[src/rtl/btn_event_if.sv]
// ---------------------------------------------------------------------------
// btn_event_if
//
// Purpose:
//    Bundles the button level coming from the debouncer together with the
//    event strobes and press counter that btn_event hands to the CPU input
//    port. Clock and reset are kept outside the interface as plain ports.
//
// Signals:
//    btn_n          debounced button level, active-low (0 = pressed)
//    press_pulse    one-cycle strobe on press
//    release_pulse  one-cycle strobe on release
//    long_pulse     one-cycle strobe when the hold reaches the long threshold
//    repeat_pulse   one-cycle auto-repeat strobe
//    held           level, high while the button is considered pressed
//    press_cnt      number of presses since reset, mod 256
//
// Modports:
//    master  the side that supplies the button level and consumes events
//    slave   btn_event itself
// ---------------------------------------------------------------------------
interface btn_event_if;

   logic       btn_n;
   logic       press_pulse;
   logic       release_pulse;
   logic       long_pulse;
   logic       repeat_pulse;
   logic       held;
   logic [7:0] press_cnt;

   // Upstream debouncer / CPU view: drives the level, observes the events.
   modport master (
      output btn_n,
      input  press_pulse,
      input  release_pulse,
      input  long_pulse,
      input  repeat_pulse,
      input  held,
      input  press_cnt
   );

   // Event generator view: observes the level, drives the events.
   modport slave (
      input  btn_n,
      output press_pulse,
      output release_pulse,
      output long_pulse,
      output repeat_pulse,
      output held,
      output press_cnt
   );

endinterface

[src/rtl/btn_event.sv]
// ---------------------------------------------------------------------------
// btn_event
//
// Purpose:
//    Turns the debounced, active-low button level into registered one-cycle
//    event strobes: press, release, long-press and (optionally) auto-repeat,
//    plus a wrapping 8-bit press counter. The input is already synchronous
//    to clk, so no synchronizer is used here.
//
// Configuration macro:
//    BTN_REPEAT_EN  when defined, auto-repeat strobes are generated every
//                   REPEAT_CYCLES while the button stays in the long-press
//                   state. When undefined, the repeat logic is not built,
//                   repeat_pulse is tied to 0 and REPEAT_CYCLES is unused.
//
// Parameters:
//    LONG_CYCLES    hold time in clk cycles before long_pulse (>= 2)
//    REPEAT_CYCLES  auto-repeat period after long-press (>= 2)
//    CNT_W          hold counter width, must hold max(LONG, REPEAT) - 1
//
// Ports:
//    clk   system clock
//    rst   asynchronous, active-high reset
//    bus   btn_event_if.slave: btn_n in; press_pulse, release_pulse,
//          long_pulse, repeat_pulse, held, press_cnt out
// ---------------------------------------------------------------------------
module btn_event #(
   parameter int LONG_CYCLES   = 50_000_000,
   parameter int REPEAT_CYCLES = 10_000_000,
   parameter int CNT_W         = 26
) (
   input  logic           clk,
   input  logic           rst,
   btn_event_if.slave     bus
);

   // Reject parameter sets the hold counter cannot represent, or thresholds
   // so small that the press and the long-press would land on the same edge.
   if (LONG_CYCLES < 2 || REPEAT_CYCLES < 2 ||
       (LONG_CYCLES - 1) > ((2 ** CNT_W) - 1) ||
       (REPEAT_CYCLES - 1) > ((2 ** CNT_W) - 1)) begin : g_bad_params
      $error("btn_event: illegal LONG_CYCLES/REPEAT_CYCLES/CNT_W combination");
   end

   // Terminal counts of the hold counter. The counter is cleared on the
   // press edge, so reaching N-1 means N edges have elapsed since then.
   localparam logic [CNT_W-1:0] LONG_LAST = CNT_W'(LONG_CYCLES - 1);
`ifdef BTN_REPEAT_EN
   localparam logic [CNT_W-1:0] REPEAT_LAST = CNT_W'(REPEAT_CYCLES - 1);
`endif

   typedef enum logic [1:0] {
      IDLE  = 2'd0,
      PRESS = 2'd1,
      LONG  = 2'd2
   } state_t;

   state_t           state;
   state_t           state_nxt;
   logic             btn_d;
   logic [CNT_W-1:0] hold_cnt;
   logic [CNT_W-1:0] hold_cnt_nxt;
   logic [7:0]       press_cnt_q;
   logic [7:0]       press_cnt_nxt;
   logic             press_q;
   logic             press_nxt;
   logic             release_q;
   logic             release_nxt;
   logic             long_q;
   logic             long_nxt;
   logic             held_q;
`ifdef BTN_REPEAT_EN
   logic             repeat_q;
   logic             repeat_nxt;
`endif

   // Next-state and event logic. Every event is decided here and only
   // becomes visible after the register stage below, so each strobe is a
   // clean one-cycle registered pulse. A release sample is checked before
   // any hold threshold, so a release on the threshold edge suppresses the
   // long or repeat strobe, and at most one event fires per cycle.
   always_comb begin
      state_nxt     = state;
      hold_cnt_nxt  = hold_cnt;
      press_cnt_nxt = press_cnt_q;
      press_nxt     = 1'b0;
      release_nxt   = 1'b0;
      long_nxt      = 1'b0;
`ifdef BTN_REPEAT_EN
      repeat_nxt    = 1'b0;
`endif

      case (state)
         IDLE: begin
            if (btn_d && !bus.btn_n) begin
               press_nxt     = 1'b1;
               hold_cnt_nxt  = '0;
               press_cnt_nxt = press_cnt_q + 8'd1;
               state_nxt     = PRESS;
            end
         end

         PRESS: begin
            if (bus.btn_n) begin
               release_nxt  = 1'b1;
               hold_cnt_nxt = '0;
               state_nxt    = IDLE;
            end else if (hold_cnt == LONG_LAST) begin
               long_nxt     = 1'b1;
               hold_cnt_nxt = '0;
               state_nxt    = LONG;
            end else begin
               hold_cnt_nxt = hold_cnt + CNT_W'(1);
            end
         end

         LONG: begin
            if (bus.btn_n) begin
               release_nxt  = 1'b1;
               hold_cnt_nxt = '0;
               state_nxt    = IDLE;
            end else begin
`ifdef BTN_REPEAT_EN
               if (hold_cnt == REPEAT_LAST) begin
                  repeat_nxt   = 1'b1;
                  hold_cnt_nxt = '0;
               end else begin
                  hold_cnt_nxt = hold_cnt + CNT_W'(1);
               end
`else
               hold_cnt_nxt = '0;
`endif
            end
         end

         default: begin
            hold_cnt_nxt = '0;
            state_nxt    = IDLE;
         end
      endcase
   end

   // State, counters and output registers. btn_d resets to 1 (released) so
   // a button already held when reset is released counts as a fresh press
   // on the very first edge. held follows the state being entered, so it
   // rises and falls on the same edges as press_pulse and release_pulse.
   always_ff @(posedge clk or posedge rst) begin
      if (rst) begin
         state       <= IDLE;
         btn_d       <= 1'b1;
         hold_cnt    <= '0;
         press_cnt_q <= 8'd0;
         press_q     <= 1'b0;
         release_q   <= 1'b0;
         long_q      <= 1'b0;
         held_q      <= 1'b0;
      end else begin
         state       <= state_nxt;
         btn_d       <= bus.btn_n;
         hold_cnt    <= hold_cnt_nxt;
         press_cnt_q <= press_cnt_nxt;
         press_q     <= press_nxt;
         release_q   <= release_nxt;
         long_q      <= long_nxt;
         held_q      <= (state_nxt != IDLE);
      end
   end

`ifdef BTN_REPEAT_EN
   // Auto-repeat strobe register, only present when repeat is enabled.
   always_ff @(posedge clk or posedge rst) begin
      if (rst) begin
         repeat_q <= 1'b0;
      end else begin
         repeat_q <= repeat_nxt;
      end
   end

   assign bus.repeat_pulse = repeat_q;
`else
   assign bus.repeat_pulse = 1'b0;
`endif

   assign bus.press_pulse   = press_q;
   assign bus.release_pulse = release_q;
   assign bus.long_pulse    = long_q;
   assign bus.held          = held_q;
   assign bus.press_cnt     = press_cnt_q;

endmodule

[src/flat_wrapper.sv]
// flat-port wrapper written by rule: the top's interface ports become plain ports
module btn_event_flat 
#(
   parameter int LONG_CYCLES   = 50_000_000,
   parameter int REPEAT_CYCLES = 10_000_000,
   parameter int CNT_W         = 26
)
  (clk, rst, bus_btn_n, bus_press_pulse, bus_release_pulse, bus_long_pulse, bus_repeat_pulse, bus_held, bus_press_cnt);
  btn_event_if bus_i ();
  input  logic clk;
  input  logic rst;
  input wire logic [$bits(bus_i.btn_n)-1:0] bus_btn_n;
  output wire logic [$bits(bus_i.press_pulse)-1:0] bus_press_pulse;
  output wire logic [$bits(bus_i.release_pulse)-1:0] bus_release_pulse;
  output wire logic [$bits(bus_i.long_pulse)-1:0] bus_long_pulse;
  output wire logic [$bits(bus_i.repeat_pulse)-1:0] bus_repeat_pulse;
  output wire logic [$bits(bus_i.held)-1:0] bus_held;
  output wire logic [$bits(bus_i.press_cnt)-1:0] bus_press_cnt;
  assign bus_i.btn_n = bus_btn_n;
  assign bus_press_pulse = bus_i.press_pulse;
  assign bus_release_pulse = bus_i.release_pulse;
  assign bus_long_pulse = bus_i.long_pulse;
  assign bus_repeat_pulse = bus_i.repeat_pulse;
  assign bus_held = bus_i.held;
  assign bus_press_cnt = bus_i.press_cnt;
  btn_event #(.LONG_CYCLES(LONG_CYCLES), .REPEAT_CYCLES(REPEAT_CYCLES), .CNT_W(CNT_W)) u_core (.clk(clk), .rst(rst), .bus(bus_i));
endmodule
[config.mk]
export PLATFORM = sky130hd
export DESIGN_NAME = btn_event_flat
export DESIGN_NICKNAME = d
export VERILOG_FILES = /design/src/rtl/btn_event_if.sv /design/src/rtl/btn_event.sv /design/src/flat_wrapper.sv
export SDC_FILE = /design/constraint.sdc
export NUM_CORES = 1
export LEC_CHECK = 0
export ABC_AREA = 0
export BUFFER_PORTS_ARGS = -buffer_cell sky130_fd_sc_hd__buf_2
export CELL_PAD_IN_SITES_DETAIL_PLACEMENT = 2
export CELL_PAD_IN_SITES_GLOBAL_PLACEMENT = 2
export CORE_MARGIN = 2
export CORE_UTILIZATION = 34
export CTS_CLUSTER_DIAMETER = 100
export CTS_CLUSTER_SIZE = 30
export DETAILED_ROUTE_END_ITERATION = 6
export PLACE_DENSITY_LB_ADDON = 0.3
export SLEW_MARGIN = 20
export SYNTH_ARGS = -nofsm -noshare
export SYNTH_HDL_FRONTEND = slang
export SYNTH_SLANG_ARGS = --single-unit
[constraint.sdc]
create_clock -name clk -period 2.03 [get_ports clk]
set_input_delay 0.3045 -clock clk [delete_from_list [all_inputs] [get_ports clk]]
set_output_delay 0.3045 -clock clk [all_outputs]
set_load 0.01 [all_outputs]
; ---- Word level (Yosys, flattened, before mapping)
; Cells that the tools add are included.
[classes]
n_addsub = 2
eq_ne = 4
muxes = 16
n_reduce_logical = 6
[op_table]
columns = op, n
row1 = $mux 26, 3
row2 = $pmux 26 s2, 1
row3 = $add 26x1->26 const B, 1
row4 = $eq 26x26->1 const B, 1
row5 = $add 8x1->8 const B, 1
row6 = $mux 2, 4
row7 = $mux 1, 7
row8 = $pmux 2 s3, 1
row9 = $eq 2x1->1 const B, 1
row10 = $eq 2x2->1 const B, 1
row11 = $logic_not 2->1, 1
row12 = $ne 2x1->1 const B, 1
row13 = $reduce_and 2->1, 1
row14 = $reduce_bool 2->1, 1
row15 = $reduce_or 2->1, 1
row16 = $logic_and 1x1->1, 1
row17 = $logic_not 1->1, 1
[word_totals]
regBits = 41
inputBits = 3
output_inout_bits = 13
wordCells = 36

; ---- Depth between registers and ports, before layout
[depth]
ltp_word = 5
ltp_mapped = 8

; ---- Least setup slack after synthesis
; Ideal clock, no wire load.
[synth_timing]
path_type = register -> register
startpoint = reg u_core.hold_cnt[18]
endpoint = reg u_core.held_q (netlist: u_core.bus.held)
t_arrival_ps = 1929
required_ps = 1966
slack_ps = 37
stages_incl_launch_ff = 6
synth_period_minus_slack_ps = 1993
cell_sequence = dfrtp_1 > or4_4 > or4_1 > or3_4 > a21oi_2 > or2_1
[synth_via]
elab_chain_cells = 5
[synth_lines]
columns = item, line_no
row1 = from (decl), btn_event.sv:61  ; logic [CNT_W-1:0] hold_cnt;
row2 = from (signal assigned), btn_event.sv:160  ; hold_cnt <= hold_cnt_nxt;
row3 = $eq 26x26->1, btn_event.sv:108  ; end else if (hold_cnt == LONG_LAST) begin
row4 = $mux 2, btn_event.sv:108
row5 = $mux 2, btn_event.sv:104  ; if (bus.btn_n) begin
row6 = $pmux 2 s3, btn_event.sv:93  ; case (state)
row7 = via u_core.state_nxt[1], btn_event.sv:59  ; state_t state_nxt;
row8 = $reduce_bool 2->1, btn_event.sv:165  ; held_q <= (state_nxt != IDLE);
row9 = to (signal assigned), btn_event.sv:165
row10 = to (decl), btn_event.sv:71  ; logic held_q;
; The timed path passes the listed nets, and every way through them passes these cells.
; A chain may end at the register's enable or synchronous reset.

; ---- Final worst setup path
; Ends and elaborated chain as after synthesis.

==> flow_summary.yaml <==
global_routing:
  grt_pass1_wl_um: 10470
  grt_max_degree: 23
  grt_pass1_vias: 1980
  antenna_found_initial: 0
  overflow: 0
  grt.total_usage: 0.1899
layout:
  area_growth_pct: 25.61
  drive_above_1_share: 0.2435
  nFillCells: 663
  fin_util: 0.4486
  diodes: 0
  fin_nets: 279
timing:
  holdWs_ns: 0.03711
  setup_ws_ns: -0.02108
  period_share: 1.010
  setup_viol: 1
  report.final.slew_viol_count: 0
  finClkSkew_ns: 0.008114
  max_clock_freq_mhz: 487.5
  tightestPinTransition_ns: 0.7693
  period_minus_slack_ns: 2.051
  final-hold-violation-count: 0
  setup_tns_ns: -0.02108
  maxSlewHeadroom: 0.4840
  rsz0062_at_grt: "true"
die:
  die_h_um: 83.33
  dieArea_um2: 6943
  fp.dieW_um: 83.33
  coreArea_um2: 5991
  io-pin-count: 16
  rows: 28
  start_util: 0.3571
yosys:
  synth_area_um2: 2140
  synth_area_per_cell_um2: 9.552
  synth_top_cell_area_share: 0.4678
  yosysTopAreaCell: "dfrtp_1"
  synthCells: 224
  ys_ff_latch: 41
  synth_ff_type: "dfrtp_1"
  synthDistinctLibCells: 46
  synth-seq-area-share: 0.4801
  synthesis.nets: 233
  synth_edf_count: 0
  ys_async_sr_fraction: 1.000
  synthTopCellsByArea: "dfrtp_1 (47%), nand3_1 (5.4%), xor2_1 (5.3%), ha_1 (3.5%), nor2_1 (3.5%)"
  yosysWarnings: 0
critical_path:
  critPathRequiredTime_ns: 2.27
  cp_max_fo: 2
  crit_path_end_kind: "flop"
  crit_type: "flop to flop"
  crit_arrival_ns: 2.29
  start_kind: "flop"
power:
  p_sw_frac: 0.3210
  p_int_mw: 1.540
  leakage_nw: 1.235
  powerDensity_nw_per_um2: 843.7
  total_power_mw: 2.267
  p_seq_frac: 0.428
  switchingPower_mw: 0.7278
  peakVddDrop_v: 0.0004014
  p_clk_frac: 0.312
  pwr-share-comb: 0.260
cts:
  cts_max_level: 2
  cts-root-buf: "clkbuf_8"
  clkLatencyLatePin_ns: 0.30
  cts_inserted_buffers: 5
  cts_tree: "built"
  cts_hold_buffers: 0
  clk_pin_slew_ns: 0.09
  clockBufferDepth: 2
  clock-sinks: 41
routing:
  firstDrtPassIters: 4
  drc: 0
  num_vias: 1819
  detail_route.iter0.violations: 74
  final_antenna_net_count: 0
  via_per_inst: 5.257
  wl_um: 6273
  avgRoutedWirePerCell_um: 18.13
placement:
  globalplace.congestion: 0.7675
  portBuffers: 14
  detailed_place_hpwl_um: 4438
outcome:
  violations: "setup timing"
  outcome: "finished with violations"
run:
  drv_cap: 0
worst_hold_path:
  hold_class: "input pin to async pin"
[what timing repair did]
action | CTS | global route
endpoints found under the setup margin | 1 | 9
buffers inserted | 1 | 0
cloned | 0 | 0
resized for setup | 0 | 7
pin swaps | 1 | 1
[cell families after synthesis]
group	count (synthesis)	share of synthesized area
AO/OA/AOI/OAI	33	0.1023
XOR/XNOR	17	0.06959
adder cells (fa/ha/maj)	6	0.03509
buffers and inverters	18	0.03391
other	1	0.001753
multiplexers	1	0.005263
AND/OR/NAND/NOR	107	0.2719
flip-flops	41	0.4801
[registers in the layout (all words and copies together), names as in the netlist]
name	cells
u_core.hold_cnt	26
u_core.bus.press_cnt	8
u_core.state	2
u_core.btn_d	1
u_core.bus.held	1
u_core.bus.long_pulse	1
u_core.bus.press_pulse	1
u_core.bus.release_pulse	1
[critical path, cell delays in order (launching register included)]
cell,delay (ns)
dfrtp_1,0.38
or4_4,0.56
or4_1,0.42
or3_4,0.40
a21oi_4,0.13
or2_1,0.11
[synthesized netlist by cell type (3+ instances only)]
cell type and instances:
nor3_1 3, inv_1 12, nand4_1 7, dfrtp_1 40, and4_1 3, o21ai_1 10, xnor2_1 4, clkbuf_1 4
or3_1 6, and2_1 3, nand2_1 18, nand3_1 23, nand2b_1 3, and3_1 6, nor2_1 20, a21oi_1 9
xor2_1 13, ha_1 6
[final cells by class]
cell class                 instances  area [µm²]  share of cell area
clock buffer                       6       82.58             0.03073
clock inverter                     2       37.54             0.01397
inverter                          12       45.04             0.01676
multi-input combinational        165        1082              0.4027
sequential                        41        1027              0.3822
tap                               75       93.84             0.03492
timing repair buffer              45       319.1              0.1187
[layout by cell type, fill, tap and decap left out, types with 7 or more instances in the layout]
master    n
a21oi_1   9
buf_2    14
buf_4    29
dfrtp_1  40
inv_1    11
nand2_1  18
nand3_1  22
nand4_1   7
nor2_1   20
o21ai_1  10
xor2_1   13
[path summary, 6_finish.rpt]
check | from | to | slack [ns] | depth (start not counted)
setup / recovery | u_core.hold_cnt[18] | u_core.bus.held | -0.02 | 5
hold / removal | rst | u_core.bus.press_cnt[7] | 0.04 | 2
hold reg to reg | u_core.bus.press_cnt[7] | u_core.bus.press_cnt[7] | 0.48 | 1
min in group clk | bus_btn_n | u_core.btn_d | 0.15 | 1
max in group asynchronous | rst | u_core.hold_cnt[18] | 1.47 | 3
setup reg to reg | u_core.hold_cnt[18] | u_core.bus.held | -0.02 | 5
[routing by layer]
layer | global-route usage | vias to the layer above | share of wire
met4 | 0.04024 | 0 | 0.013
met2 | 0.3336 | 21 | 0.49
met1 | 0.2459 | 920 | 0.47
met5 | 0 | - | 0
li1 | - | 871 | -
met3 | 0.03082 | 7 | 0.020
[power by group through the flow]
stage                     combinational (mW)  clock [mW]  sequential, mW
final                                  0.589       0.708           0.970
after global routing                   0.661       0.759           0.985
after CTS                              0.598       0.725           0.972
after detailed placement               0.589           0           0.989
after global placement                 0.569           0           0.979
after floorplan                        0.289           0            1.02
[through the flow]
step           worst slack [ns]  std cells  instance area (µm²)
3_3_place_gp            0.04895        337                 2514
2_1_floorplan           0.03685        224                 2140
5_1_grt                -0.08115        346                 2688
6_report               -0.02108        346                 2688
3_5_place_dp           -0.01961        337                 2514
4_1_cts                -0.03193        346                 2641
(Power assumes the default switching activity.)
